`src/rtl/latch_wr_sequencer.sv`:
```
// Write-strobe sequencer for a latch-based register file: one word per request with
// cycle-exact setup/pulse/hold margins. Broadcast writes enabled by LATCH_WR_SEQUENCER_BCAST_EN.
module latch_wr_sequencer #(
    parameter int ADDR_W    = 3,
    parameter int DATA_W    = 8,
    parameter int SETUP_CYC = 1,
    parameter int PULSE_CYC = 1,
    parameter int HOLD_CYC  = 1,
    localparam int NWORDS   = 32'd1 << ADDR_W
) (
    input  logic              CLK,
    input  logic              RN,
`ifdef LATCH_WR_SEQUENCER_BCAST_EN
    input  logic              req_bcast,
`endif
    input  logic              req_valid,
    output logic              req_ready,
    input  logic [ADDR_W-1:0] req_addr,
    input  logic [DATA_W-1:0] req_data,
    output logic [DATA_W-1:0] lat_d,
    output logic [NWORDS-1:0] lat_clkn,
    output logic              busy,
    output logic              done
);

    localparam int MAX_SP  = (SETUP_CYC > PULSE_CYC) ? SETUP_CYC : PULSE_CYC;
    localparam int MAX_CYC = (MAX_SP > HOLD_CYC) ? MAX_SP : HOLD_CYC;
    localparam int CNT_W   = $clog2(MAX_CYC + 32'sd1);

    localparam logic [CNT_W-1:0] CNT_ONE   = CNT_W'(32'd1);
    localparam logic [CNT_W-1:0] SETUP_LD  = CNT_W'(SETUP_CYC - 32'sd1);
    localparam logic [CNT_W-1:0] PULSE_LD  = CNT_W'(PULSE_CYC - 32'sd1);
    localparam logic [CNT_W-1:0] HOLD_LD   = CNT_W'(HOLD_CYC - 32'sd1);

    if (SETUP_CYC < 32'sd1 || PULSE_CYC < 32'sd1 || HOLD_CYC < 32'sd1) begin : g_bad_cyc
        $error("latch_wr_sequencer: SETUP_CYC, PULSE_CYC and HOLD_CYC must all be >= 1");
    end

    typedef enum logic [1:0] {
        IDLE   = 2'd0,
        SETUP  = 2'd1,
        STROBE = 2'd2,
        HOLD   = 2'd3
    } state_t;

    state_t            state_r, state_s;
    logic [CNT_W-1:0]  cnt_r, cnt_s;
    logic [ADDR_W-1:0] addr_r, addr_s;
    logic [DATA_W-1:0] lat_d_r, lat_d_s;
    logic [NWORDS-1:0] lat_clkn_r, lat_clkn_s;
    logic              ready_r, ready_s;
    logic              busy_r, busy_s;
    logic              done_r, done_s;
    logic              bcast_r, bcast_s;

    // Active-low one-hot enable pattern selecting a single latch word.
    function automatic logic [NWORDS-1:0] word_enable_n(input logic [ADDR_W-1:0] addr);
        logic [NWORDS-1:0] onehot;
        onehot = {{(NWORDS-1){1'b0}}, 1'b1} << addr;
        return ~onehot;
    endfunction

    // Next-state and next-output decode; every output is taken from a flop below.
    always_comb begin
        state_s    = state_r;
        cnt_s      = cnt_r;
        addr_s     = addr_r;
        lat_d_s    = lat_d_r;
        lat_clkn_s = lat_clkn_r;
        ready_s    = ready_r;
        busy_s     = busy_r;
        done_s     = 1'b0;
        bcast_s    = bcast_r;
        case (state_r)
            IDLE: begin
                lat_clkn_s = '1;
                if (req_valid) begin
                    addr_s  = req_addr;
                    lat_d_s = req_data;
                    cnt_s   = SETUP_LD;
                    ready_s = 1'b0;
                    busy_s  = 1'b1;
                    state_s = SETUP;
`ifdef LATCH_WR_SEQUENCER_BCAST_EN
                    bcast_s = req_bcast;
`else
                    bcast_s = 1'b0;
`endif
                end else begin
                    ready_s = 1'b1;
                    busy_s  = 1'b0;
                end
            end
            SETUP: begin
                if (cnt_r == '0) begin
                    lat_clkn_s = bcast_r ? '0 : word_enable_n(addr_r);
                    cnt_s      = PULSE_LD;
                    state_s    = STROBE;
                end else begin
                    cnt_s = cnt_r - CNT_ONE;
                end
            end
            STROBE: begin
                if (cnt_r == '0) begin
                    lat_clkn_s = '1;
                    cnt_s      = HOLD_LD;
                    state_s    = HOLD;
                end else begin
                    cnt_s = cnt_r - CNT_ONE;
                end
            end
            HOLD: begin
                if (cnt_r == '0) begin
                    done_s  = 1'b1;
                    ready_s = 1'b1;
                    busy_s  = 1'b0;
                    state_s = IDLE;
                end else begin
                    cnt_s = cnt_r - CNT_ONE;
                end
            end
            default: begin
                lat_clkn_s = '1;
                cnt_s      = '0;
                ready_s    = 1'b1;
                busy_s     = 1'b0;
                state_s    = IDLE;
            end
        endcase
    end

    // State and output registers; reset parks every latch enable high.
    always_ff @(posedge CLK or negedge RN) begin
        if (!RN) begin
            state_r    <= IDLE;
            cnt_r      <= '0;
            addr_r     <= '0;
            lat_d_r    <= '0;
            lat_clkn_r <= '1;
            ready_r    <= 1'b1;
            busy_r     <= 1'b0;
            done_r     <= 1'b0;
            bcast_r    <= 1'b0;
        end else begin
            state_r    <= state_s;
            cnt_r      <= cnt_s;
            addr_r     <= addr_s;
            lat_d_r    <= lat_d_s;
            lat_clkn_r <= lat_clkn_s;
            ready_r    <= ready_s;
            busy_r     <= busy_s;
            done_r     <= done_s;
            bcast_r    <= bcast_s;
        end
    end

    assign req_ready = ready_r;
    assign lat_d     = lat_d_r;
    assign lat_clkn  = lat_clkn_r;
    assign busy      = busy_r;
    assign done      = done_r;

endmodule

```
`config.mk`:
```
export PLATFORM = sky130hd
export DESIGN_NAME = latch_wr_sequencer
export DESIGN_NICKNAME = d
export VERILOG_FILES = /design/src/rtl/latch_wr_sequencer.sv
export SDC_FILE = /design/constraint.sdc
export NUM_CORES = 1
export LEC_CHECK = 0
export ABC_AREA = 1
export CORE_MARGIN = 5
export CORE_UTILIZATION = 30
export DETAILED_ROUTE_END_ITERATION = 8
export PLACE_DENSITY = 0.56
export SETUP_SLACK_MARGIN = 0.5
export SYNTH_ARGS = -nofsm -noshare
export SYNTH_HDL_FRONTEND = slang
export SYNTH_SLANG_ARGS = --single-unit
export TNS_END_PERCENT = 100
```
`constraint.sdc`:
```
create_clock -name CLK -period 1.24 [get_ports CLK]
set_input_delay 0.124 -clock CLK [delete_from_list [all_inputs] [get_ports CLK]]
set_output_delay 0.124 -clock CLK [all_outputs]
set_load 0.1 [all_outputs]
```
==> summary.txt, run 1 <==
Outcome - finished, violations left
Failing checks - negative setup slack
DIE HEIGHT - 70.0 um
Max Slew Vio Count - 0
Hold Slack - 0.160 ns
FP Rows - 21
CTS tree - done
Bufs and invs on worst path - 1
Pre-antenna DRT Iters - 4
Worst skew pair latency - 0.31 ns
RSZ-0062 raised after global routing - yes
DRT antenna net count - 0
Total of max-cap violations - 0
Seq/Total Area, Yosys - 0.566
Clock Sinks - 24
Setup_tns - -0.148 ns
Crit Reg-Reg Endpoint - addr_r[2]
RR Startpoint - state_r[1]
DR WL/cell - 12.9 um
Largest net degree at the start of global routing - 25
DIE WIDTH - 70.0 um
Worst setup margin - -0.0227 ns
Vias in the first global route - 1016
Ant diodes - 0
Worst setup EP type - output pin
Slowest-stage cell, CP - dfstp_4
Reg2Reg Depth - 5
Syn_nets - 139
Netlist cell types - 13
Final Hold Vio Count - 0
Critical path type - register to output pin
Final non-filler cell total - 214
Clock skew - 0.00579 ns
Initial Util - 0.316
Startpoint Class - register
Share of cells above drive strength 1 - 0.619
Synth top area share - 0.347
Register Area - 686 sq um
Place WS - 0.0673 ns
Area Growth Syn to Fin - 94.8%
Critical path required time - 1.12 ns
First-pass GRT wire length - 4.69 mm
Die ar. - 4900 sq um
# hold bufs at CTS - 0
R2r setup slk - 0.06 ns
Core area - 3420 sq um
Syn. warnings - 0
Final number of setup-violating endpoints - 9
Max Root-Sink Buffers - 2
Area taken by multi-input logic gates - 629 sq um
Post-route DRC - 0
FILL cells - 295
Mapped Cells - 119
Drt via density - 4.44
Flops & latches, synth - 24
Grt ovf - 0
CP top delay family - flip-flops
Nets - 189
Vias - 950
Mean Syn Cell Area - 9.08 sq um
Inst Count DP - 197
Crit-path cells - buf_12
Hpwl dp - 1.86 mm
CP Data Arrival Time - 1.14 ns
WL final - 2.75 mm
Main area contributors after synthesis - dfrtp_1, dfstp_2, nand2_1
Post-Syn Area - 1080 sq um
Ports - 33
Max Fanout on Critical Path - 2
Num CTS Buffers - 3
Worst Max-Slew Pin Slew - 0.476 ns
Slew headroom - 0.682
Initial DRC Count - 30
CTS clock-pin slew for the worst setup and hold paths - 0.14 ns
H-Tree Depth - 1
CP max stage delay - 0.66 ns
CTS root buffer - clkbuf_4
Max Freq - 0.792 GHz
Antenna violations before repair - 0
Min-Delay Path Class - input port to asynchronous set/reset pin
Min cycle time layout - 1.26 ns
Synth area leader - dfrtp_1
RePlAce Congestion - 0.840
IO buf count - 32
Total Routing Usage GR - 0.116
Tcrit/Tclk final - 1.02
==> logic make-up after synthesis <==
logic type	after synthesis	share of synthesized area
AOI/OAI and AO/OA	9	0.0486
adders and majority gates	6	0.0694
buffers and inverters	13	0.0660
DFF	24	0.566
and+or+nand+nor	67	0.250
==> per-layer routing <==
metal,global-route usage,vias to the layer above,wire length (um)
li1,-,465,-
met1,0.146,453,1170
met2,0.194,30,1410
met3,0.0344,2,159
met4,0.0255,0,14
met5,0,-,0
==> flip-flops by register name, summed over array words and instances, names as in the netlist <==
| signal | count |
|---|---|
| lat_clkn | 8 |
| lat_d | 8 |
| addr_r | 3 |
| state_r | 2 |
| busy | 1 |
| done | 1 |
| req_ready | 1 |
==> synthesized netlist by cell type <==
cell type and number:
nand2_4 1, a21oi_1 3, nand3_1 9, a21oi_2 2, dfrtp_1 15, dfstp_2 9
o21ai_0 4, nor2_1 17, ha_1 6, inv_2 1, inv_1 9, buf_6 3
nand2_1 40
==> timing repair <==
item,4_1_cts,5_1_grt
cloned,1,0
buffers inserted,8,4
resized for setup,54,12
setup endpoints to repair,43,43
pin swaps,23,10
==> how the worst max path moves through the flow <==
stage / startpoint / endpoint / slack, ns / cells past startpoint
after detailed placement: state_r[0] / lat_clkn[3] / 0.07 / 5
after global placement: req_valid / addr_r[2] / 0.11 / 4
after global routing: req_ready / req_ready / -0.06 / 1
final: req_ready / req_ready / -0.02 / 1
after CTS: req_ready / req_ready / -0.03 / 1
after floorplan: state_r[1] / lat_d[0] / 0.10 / 7
==> placed cells by master, fill, tap and decap left out, drive strengths merged <==
cell type       n
dfrtp          15
clkdlybuf4s50  12
o21ai           4
a21oi           5
buf            34
nand3           9
nor2           17
clkbuf          4
nand2          42
ha              6
dfstp           9
dlymetal6s2s    1
inv            10
==> cell type report <==
| type | instances | share of cell area |
|---|---|---|
| timing repair buffer | 47 | 0.312 |
| clock buffer | 4 | 0.0125 |
| sequential | 24 | 0.326 |
| inverter | 10 | 0.0238 |
| multi-input combinational | 83 | 0.299 |
| tap | 46 | 0.0273 |
==> per-stage QoR <==
| stage | utilization | cell area (sq um) |
|---|---|---|
| 5_1_grt | 0.616 | 2110 |
| 6_report | 0.616 | 2110 |
| 3_3_place_gp | 0.505 | 1720 |
| 2_1_floorplan | - | 1170 |
| 3_5_place_dp | 0.505 | 1720 |
| 4_1_cts | 0.595 | 2030 |
Power of run 1 is not shown: default switching activity piles up to over one toggle a cycle in this logic, so the estimate is an artifact.
==> run 2: changes to the inputs <==
--- a/config.mk
+++ b/config.mk
@@ -8,6 +8,7 @@
 export ABC_AREA = 1
 export CORE_MARGIN = 5
 export CORE_UTILIZATION = 30
+export CTS_CLUSTER_DIAMETER = 30
 export DETAILED_ROUTE_END_ITERATION = 8
 export PLACE_DENSITY = 0.56
 export SETUP_SLACK_MARGIN = 0.5
==> results of run 2 <==
Same layout as run 1: the final DEF is identical, and so are final timing and power.
Power of run 2 is left out for the same reason.
